`config.mk`:
```
export PLATFORM = sky130hd
export DESIGN_NAME = i3c_dat_arbiter
export DESIGN_NICKNAME = d
export VERILOG_FILES = /design/src/rtl/i3c_dat_arbiter.sv
export SDC_FILE = /design/constraint.sdc
export NUM_CORES = 1
export LEC_CHECK = 0
export CORE_AREA = 2 2 135 137
export CTS_CLUSTER_DIAMETER = 150
export DETAILED_ROUTE_END_ITERATION = 6
export DIE_AREA = 0 0 137 139
export GPL_TIMING_DRIVEN = 0
export PLACE_DENSITY = 0.48
export SYNTH_ARGS = -nofsm -noshare
export SYNTH_HDL_FRONTEND = slang
export SYNTH_SLANG_ARGS = --single-unit
```
`constraint.sdc`:
```
create_clock -name clk_i -period 3.5 [get_ports clk_i]
set_input_delay 0.35 -clock clk_i [delete_from_list [all_inputs] [get_ports clk_i]]
set_output_delay 0.35 -clock clk_i [all_outputs]
set_load 0.05 [all_outputs]
```
`src/rtl/i3c_dat_arbiter.sv`:
```
// i3c_dat_arbiter: shares the DAT single-port RAM between the CSR word path
// and the controller entry-read path, alternating under contention.
module i3c_dat_arbiter #(
  parameter int Depth = 128,
  parameter int AddrW = $clog2(Depth)
) (
  input  logic             clk_i,
  input  logic             rst_i,

  input  logic             csr_req_i,
  output logic             csr_gnt_o,
  input  logic             csr_write_i,
  input  logic [AddrW:0]   csr_addr_i,
  input  logic [31:0]      csr_wdata_i,
  output logic             csr_rvalid_o,
  output logic [31:0]      csr_rdata_o,

  input  logic             ctrl_req_i,
  output logic             ctrl_gnt_o,
  input  logic [AddrW-1:0] ctrl_addr_i,
  output logic             ctrl_rvalid_o,
  output logic [63:0]      ctrl_rdata_o,

  output logic             mem_req_o,
  output logic             mem_write_o,
  output logic [AddrW-1:0] mem_addr_o,
  output logic [63:0]      mem_wdata_o,
  output logic [63:0]      mem_wmask_o,
  input  logic [63:0]      mem_rdata_i
);

  logic last_ctrl;
  logic rd_csr;
  logic rd_ctrl;
  logic half_q;
  logic csr_rd_gnt;

  // Grants are held off during reset so every output reads zero.
  assign csr_gnt_o  = ~rst_i & csr_req_i
                    & (~ctrl_req_i | last_ctrl);
  assign ctrl_gnt_o = ~rst_i & ctrl_req_i
                    & (~csr_req_i | ~last_ctrl);
  assign mem_req_o  = csr_gnt_o | ctrl_gnt_o;
  assign csr_rd_gnt = csr_gnt_o & ~csr_write_i;

  always_comb begin
    mem_write_o = 1'b0;
    mem_addr_o  = '0;
    mem_wdata_o = '0;
    mem_wmask_o = '0;
    unique case (1'b1)
      csr_gnt_o: begin
        mem_write_o = csr_write_i;
        mem_addr_o  = csr_addr_i[AddrW:1];
        if (csr_write_i) begin
          mem_wdata_o = {csr_wdata_i, csr_wdata_i};
          mem_wmask_o = csr_addr_i[0]
                      ? {32'hFFFF_FFFF, 32'h0}
                      : {32'h0, 32'hFFFF_FFFF};
        end
      end
      ctrl_gnt_o: begin
        mem_addr_o = ctrl_addr_i;
      end
      default: ;
    endcase
  end

  always_ff @(posedge clk_i or posedge rst_i) begin
    if (rst_i) begin
      last_ctrl <= 1'b1;
      rd_csr    <= 1'b0;
      rd_ctrl   <= 1'b0;
      half_q    <= 1'b0;
    end else begin
      if (mem_req_o) last_ctrl <= ctrl_gnt_o;
      rd_csr  <= csr_rd_gnt;
      rd_ctrl <= ctrl_gnt_o;
      if (csr_rd_gnt) half_q <= csr_addr_i[0];
    end
  end

  assign csr_rvalid_o  = rd_csr;
  assign ctrl_rvalid_o = rd_ctrl;

  assign csr_rdata_o  = !rd_csr ? 32'h0
                      : half_q ? mem_rdata_i[63:32]
                      : mem_rdata_i[31:0];
  assign ctrl_rdata_o = rd_ctrl ? mem_rdata_i : 64'h0;

endmodule

```
-- After elaboration in Yosys (flattened, before gate mapping)
Index checks and enable logic that the tools add are counted.
- output and inout bits: 237
- register bits after elaboration: 4
- word-level logic and storage cells: 27
- input port bits: 116
- bitwise gates (word level): 13
- muxes and demuxes: 10
- operator list (kind ; count):
    $mux 64 ; 6
    $mux 32 ; 2
    $pmux 7 s2 ; 1
    $and 1x1->1 ; 5
    $not 1->1 ; 5
    $or 1x1->1 ; 3
    $mux 1 ; 1

-- Logic depth before layout (Yosys ltp)
Gate-level depths: netlist of the first run.
- word-level depth: 4
- mapped depth: 5
- mapped depth without buffers: 3

-- Least setup slack after synthesis of the first run
OpenSTA, ideal clock, no wires.
- path type: register -> output
- start: register last_ctrl
- end: output mem_wmask_o[10]
- buffers on the path: 1
- cell stages (with the launch flop): 5
- setup slack: 0.016 ns
- arrival time: 3.134 ns
- cell sequence: dfstp_2 -> nor2b_4 -> and4bb_4 -> nor2b_1 -> buf_4
- longest elaborated chain between the ends: 3
- ends and longest elaborated chain (what ; line ; source):
    start, declared ; 32 ; logic last_ctrl;
    start signal, assigned ; 76 ; if (mem_req_o) last_ctrl <= ctrl_gnt_o;
    $or 1x1->1 ; 40 ; & (~ctrl_req_i | last_ctrl);
    $and 1x1->1 ; 40 ;
    $mux 64 ; 51 ; unique case (1'b1)
    end, declared ; 28 ; output logic [63:0] mem_wmask_o,
Every way passes these cells.

-- Final worst setup path of the first run
- start: input ctrl_req_i
- end: output mem_wmask_o[35]
- longest elaborated chain between the ends: 4
- ends and longest elaborated chain (what ; line ; source):
    start, declared ; 18 ; input logic ctrl_req_i,
    $not 1->1 ; 40 ;
    $or 1x1->1 ; 40 ;
    $and 1x1->1 ; 40 ;
    $mux 64 ; 51 ;
Every way passes these cells.

==> results of run 1 <==
[flip-flops by register name, summed over array words and instances, names as in the netlist]
name / flops
half_q: 1
last_ctrl: 1
csr_rvalid_o: 1
ctrl_rvalid_o: 1
[critical path, cell delays in order]
cell             delay, ns
clkdlybuf4s50_1       0.44
nor2b_4               0.16
and4bb_4              0.40
and2_2                0.53
buf_4                 0.20
clkdlybuf4s50_1       0.83
[cell usage in the layout (no fill, tap or decap), drive strengths merged]
master / count
clkdlybuf4s50: 352
nor3b: 1
nand2: 1
inv: 1
o21ai: 1
mux2i: 32
buf: 103
a22o: 7
and4bb: 1
dfstp: 1
nor4b: 1
dfrtp: 3
nor2: 2
nor2b: 34
and2: 97
and3: 1
mux2: 1
nand2b: 1
clkbuf: 14
[power by group]
part	switching (mW)	internal, mW
Sequential	0.00369	0.0532
Clock	0.0334	0.151
Combinational	0.511	0.393
[path summary, 6_finish.rpt]
kind,to,start,cells past startpoint,slack [ns]
min in group clk_i,last_ctrl,last_ctrl,2,0.51
min reg2reg,last_ctrl,last_ctrl,2,0.51
max reg2reg,half_q,last_ctrl,3,2.17
max,mem_wmask_o[35],ctrl_req_i,6,0.22
min,half_q,rst_i,2,0.51
max in group asynchronous,last_ctrl,rst_i,2,2.78
[cell type report]
cell class                      instances  area, sq um
Buffer                                112          810
Clock buffer                            4         78.8
Fill cell                            1800        11500
Inverter                                1         3.75
Multi-Input combinational cell        180         1310
Sequential cell                         4          101
Tap cell                              229          287
Timing Repair Buffer                  353         3540
[metal layers]
layer / vias to the layer above / wire length (um)
li1: 1560 / -
met1: 1374 / 4240
met2: 194 / 6700
met3: 8 / 1350
met4: 0 / 143
met5: - / 0
[what timing repair did]
| action | 4_1_cts | 5_1_grt |
|---|---|---|
| gates resized for setup | 1 | 0 |
| endpoints found under the setup margin | 32 | 0 |
| hold endpoints to repair | 0 | 0 |
[cell families (layout without fill, tap and decap cells)]
family | after synthesis | in the layout | synth area share, %
compound gates | 8 | 8 | 2.99
simple gates | 139 | 139 | 40.8
buf+inv | 113 | 470 | 36.7
flops | 4 | 4 | 4.57
mux | 33 | 33 | 15.0
==> impl_metrics.yaml, run 1 <==
run_status:
  outcome: "completed"
floorplanning:
  io_pins: 353
  die_h_um: 139
  coreArea_sq_um: 17700
  dieArea_sq_um: 19000
  die_w_um: 137
  start_util_pct: 12.5
  placementRows: 49
power_and_ir_drop:
  power_leakage_nw: 2.53
  max-vdd-ir-drop_mv: 0.106
  finalPower_mw: 1.14
  cellPowerDensity_nw_per_um2: 187
critical_path:
  worstPathMaxFanout: 32
  required_ns: 3.15
  endpoint_kind: "primary output"
  criticalPathCategory: "input port to primary output"
  start_kind: "input port"
  arrival_ns: 2.93
sta:
  finalClockSkew_ns: 0.00186
  min_period_over_period_pct: 93.7
  fmax_ghz: 0.305
  setup_ws_ns: 0.222
  setup_viol: 0
  slew_viol_final: 0
  hold_viol: 0
  rsz0062_at_grt: "false"
  maxSlewHeadroom_pct: 58.5
  worstMarginPinSlew_ns: 0.620
  setup-tns-final_ns: 0
  period_minus_slack_ns: 3.28
  fin_hold_ws_ns: 0.507
hold_path:
  hp-class: "input port to async pin"
yosys:
  synth_top_area_share_pct: 32.9
  yosysSeqAreaShare_pct: 4.57
  syn_nets: 413
  synthFlopType: "dfrtp_1"
  syn_area_per_cell_sq_um: 7.46
  netlist_area_sq_um: 2220
  netlist_top_cells_count: "and2_1, buf_4, nor2b_1, mux2i_1, clkbuf_1"
  yosysWarnings: 0
  synth-edff-count: 0
  yosys.area.top_type: "buf_4"
  ys_types: 21
  synth-seq-cells: 4
  synthCells: 297
  synthTopCellsByArea: "buf_4, and2_1, mux2i_1"
  async_flop_share_pct: 100
placed_design:
  hpwlAfterDp_um: 10800
  dp_cells: 879
  placed_area_sq_um: 6040
  port_buffers: 352
  post-place-ws_ns: -0.179
  place_congestion: 0.800
routing:
  firstDrtPassIters: 4
  drtAntennaViolNets: 0
  drc_errors: 0
  wirelength_um: 12400
  post_drt_via_cell_ratio: 3.55
  via_count: 3136
  drt_iter0_markers: 63
  post_drt_wl_per_cell_um: 14.1
cts:
  cts_max_level: 1
  cts_buffers: 3
  cts_buffer_depth: 2
  cts.sinks: 4
  clk_pin_slew_worst_paths_ns: 0.03
  hold_buffers: 0
  clk_latency_ns: 0.22
  tritoncts: "built"
  cts-root-buf: "clkbuf_16"
  cts_setup_buffers: 0
global_route:
  grt_pass1_wl_um: 17800
  use_met2_pct: 23.9
  use_met1_pct: 11.7
  grt_max_degree: 33
  grt_pass1_vias: 3129
  globalRoute.totalOverflow: 0
  met3_usage_pct: 3.73
  grt_use_total_pct: 12.0
  antenna_found_initial: 0
  grt-busiest-layer: "met2"
finish:
  utilization_pct: 34.7
  fin_nets: 771
  synthToLayoutAreaGrowth_pct: 176
  fin_area_sq_um: 6120
  fin_cells: 883
  drive_gt1_share_pct: 17.6
  diodes: 0
flow_run:
  max-cap-violations: 0
Power figures use the tool's default switching activity.
==> run 2: changes to the inputs <==
--- a/config.mk
+++ b/config.mk
@@ -11,6 +11,7 @@
 export DIE_AREA = 0 0 137 139
 export GPL_TIMING_DRIVEN = 0
 export PLACE_DENSITY = 0.48
+export SLEW_MARGIN = 20
 export SYNTH_ARGS = -nofsm -noshare
 export SYNTH_HDL_FRONTEND = slang
 export SYNTH_SLANG_ARGS = --single-unit
==> constraint.sdc (replaced) <==
create_clock -name clk_i -period 3.5 [get_ports clk_i]
set_input_delay 0.7 -clock clk_i [delete_from_list [all_inputs] [get_ports clk_i]]
set_output_delay 0.7 -clock clk_i [all_outputs]
set_load 0.05 [all_outputs]
==> run 2 against run 1 <==
Global-route usage decreased by 0.31 points; largest power group unchanged; die area unchanged; sequential share of layout area about the same; combinational power decreased by 2%; highest routed layer unchanged; worst setup slack got worse by 0.13 ns; worst hold slack improved by 0.0042 ns; final cell count unchanged; first-iteration DRC count decreased by 13%; cell area decreased by 0.80%; core utilization decreased by 0.28 points; clock-buffer cell count unchanged; register-to-register slack got worse by 0.02 ns.
==> impl_metrics.yaml, run 2 (synthesis gave the netlist of run 1 again) <==
run_status:
  outcome: "completed"
sta:
  hold_viol: 0
  slew_viol_final: 0
  setup_viol: 0
  setup-tns-final_ns: 0
  fmax_ghz: 0.293
  setup_ws_ns: 0.0910
  maxSlewHeadroom_pct: 63.9
  min_period_over_period_pct: 97.4
  worstMarginPinSlew_ns: 0.544
  period_minus_slack_ns: 3.41
  rsz0062_at_grt: "false"
  finalClockSkew_ns: 0.00245
critical_path:
  endpoint_kind: "primary output"
  arrival_ns: 2.71
  required_ns: 2.80
  worstPathMaxFanout: 32
  start_kind: "input port"
  rrSetupSlack_ns: 2.15
  startpoint: "ctrl_req_i"
  r2r_end: "half_q"
  r2r_start: "last_ctrl"
  cp-endpoint: "mem_wmask_o[32]"
  criticalPathCategory: "input port to primary output"
  reg2reg_depth: 3
routing:
  post_drt_via_cell_ratio: 3.52
  highest-signal-layer: "met4"
  via_count: 3111
  wirelength_um: 12300
  post_drt_wl_per_cell_um: 13.9
  drc_errors: 0
  drt_iter0_markers: 55
  met2WireLength_um: 6630
  wl_met3_um: 1300
  met1_length_um: 4250
  firstDrtPassIters: 4
  drtAntennaViolNets: 0
floorplanning:
  io_pins: 353
  placementRows: 49
  die_w_um: 137
  die_h_um: 139
  coreArea_sq_um: 17700
  dieArea_sq_um: 19000
  start_util_pct: 12.5
placed_design:
  post-place-ws_ns: -0.945
  placed_area_sq_um: 6030
  place_congestion: 0.799
  hpwlAfterDp_um: 10700
  dp_cells: 878
  port_buffers: 352
finish:
  final_cell_mix: "clkdlybuf4s50_1, buf_4, and2_1"
  drive_gt1_share_pct: 28.0
  layout_commonest_cell: "clkdlybuf4s50_1"
  fin_nets: 771
  fin_cells: 883
  diodes: 0
  fillCellCount: 1830
  fin_area_sq_um: 6070
  synthToLayoutAreaGrowth_pct: 174
  regArea_sq_um: 101
  multiInputGateArea_sq_um: 1330
cts:
  cts.sinks: 4
  clk_latency_ns: 0.22
  cts-root-buf: "clkbuf_16"
  tritoncts: "built"
  cts_max_level: 1
  cts_buffer_depth: 2
  clk_pin_slew_worst_paths_ns: 0.03
  cts_setup_buffers: 0
  cts_buffers: 3
global_route:
  grt_use_total_pct: 11.7
  grt_pass1_vias: 3152
  grt_pass1_wl_um: 17300
  grt_max_degree: 33
  globalRoute.totalOverflow: 0
  antenna_found_initial: 0
power_and_ir_drop:
  max-vdd-ir-drop_mv: 0.135
  power_leakage_nw: 3.00
  cellPowerDensity_nw_per_um2: 185
flow_run:
  max-cap-violations: 0
hold_path:
  hp-class: "input port to async pin"
[run 2: cell types whose count changed in the layout (fill, tap and decap cells not counted), sizes merged]
cell,before,now
dlymetal6s2s,0,11
clkbuf,14,28
clkdlybuf4s15,0,51
dlygate4sd2,0,56
buf,103,106
clkdlybuf4s50,352,216
nor2b,34,35
[run 2: worst min-delay path by stage]
stage,from,end,slack [ns],depth (start not counted)
3_5_place_dp,last_ctrl,last_ctrl,0.51,2
5_1_grt,rst_i,half_q,0.53,2
6_report,rst_i,csr_rvalid_o,0.51,2
4_1_cts,last_ctrl,last_ctrl,0.51,2
3_3_place_gp,last_ctrl,last_ctrl,0.51,2
2_1_floorplan,rst_i,csr_rvalid_o,0.45,1
[run 2: routing by layer]
metal  up-vias  global-route usage [%]
met4         0                    1.95
li1       1567                       -
met2       194                    23.8
met5         -                       0
met3         6                    3.51
met1      1344                    11.2
[run 2: metrics by stage]
step	util (%)	total power, mW	hold WS, ns
5_1_grt	34.4	1.18	0.532
6_report	34.4	1.12	0.511
3_5_place_dp	34.1	0.971	0.513
2_1_floorplan	-	0.611	0.447
3_3_place_gp	34.1	0.968	0.506
4_1_cts	34.6	1.14	0.514
[run 2: report_power, final]
part / total (mW) / switching (mW) / internal, mW
sequential: 0.0576 / 0.00438 / 0.0532
clock: 0.183 / 0.0324 / 0.150
combinational: 0.884 / 0.511 / 0.374
total: 1.12 / 0.547 / 0.577
[run 2: what timing repair did]
action | CTS | global route
cloned | 1 | 0
hold buffers | 0 | 0
endpoints found under the hold margin | 0 | 0
resized for setup | 241 | 33
endpoints found under the setup margin | 132 | 26
[run 2: final cells by class]
type	count	area share, %
Timing Repair Buffer	352	57.0
Multi-Input combinational cell	181	21.9
Buffer	112	13.3
Tap cell	229	4.72
Sequential cell	4	1.67
Clock buffer	4	1.30
Inverter	1	0.0618
[run 2: worst max-delay path: stages]
cell             delay [ns]
clkdlybuf4s50_1        0.44
nor2b_4                0.17
and4bb_4               0.44
and2_4                 0.37
dlygate4sd2_1          0.58
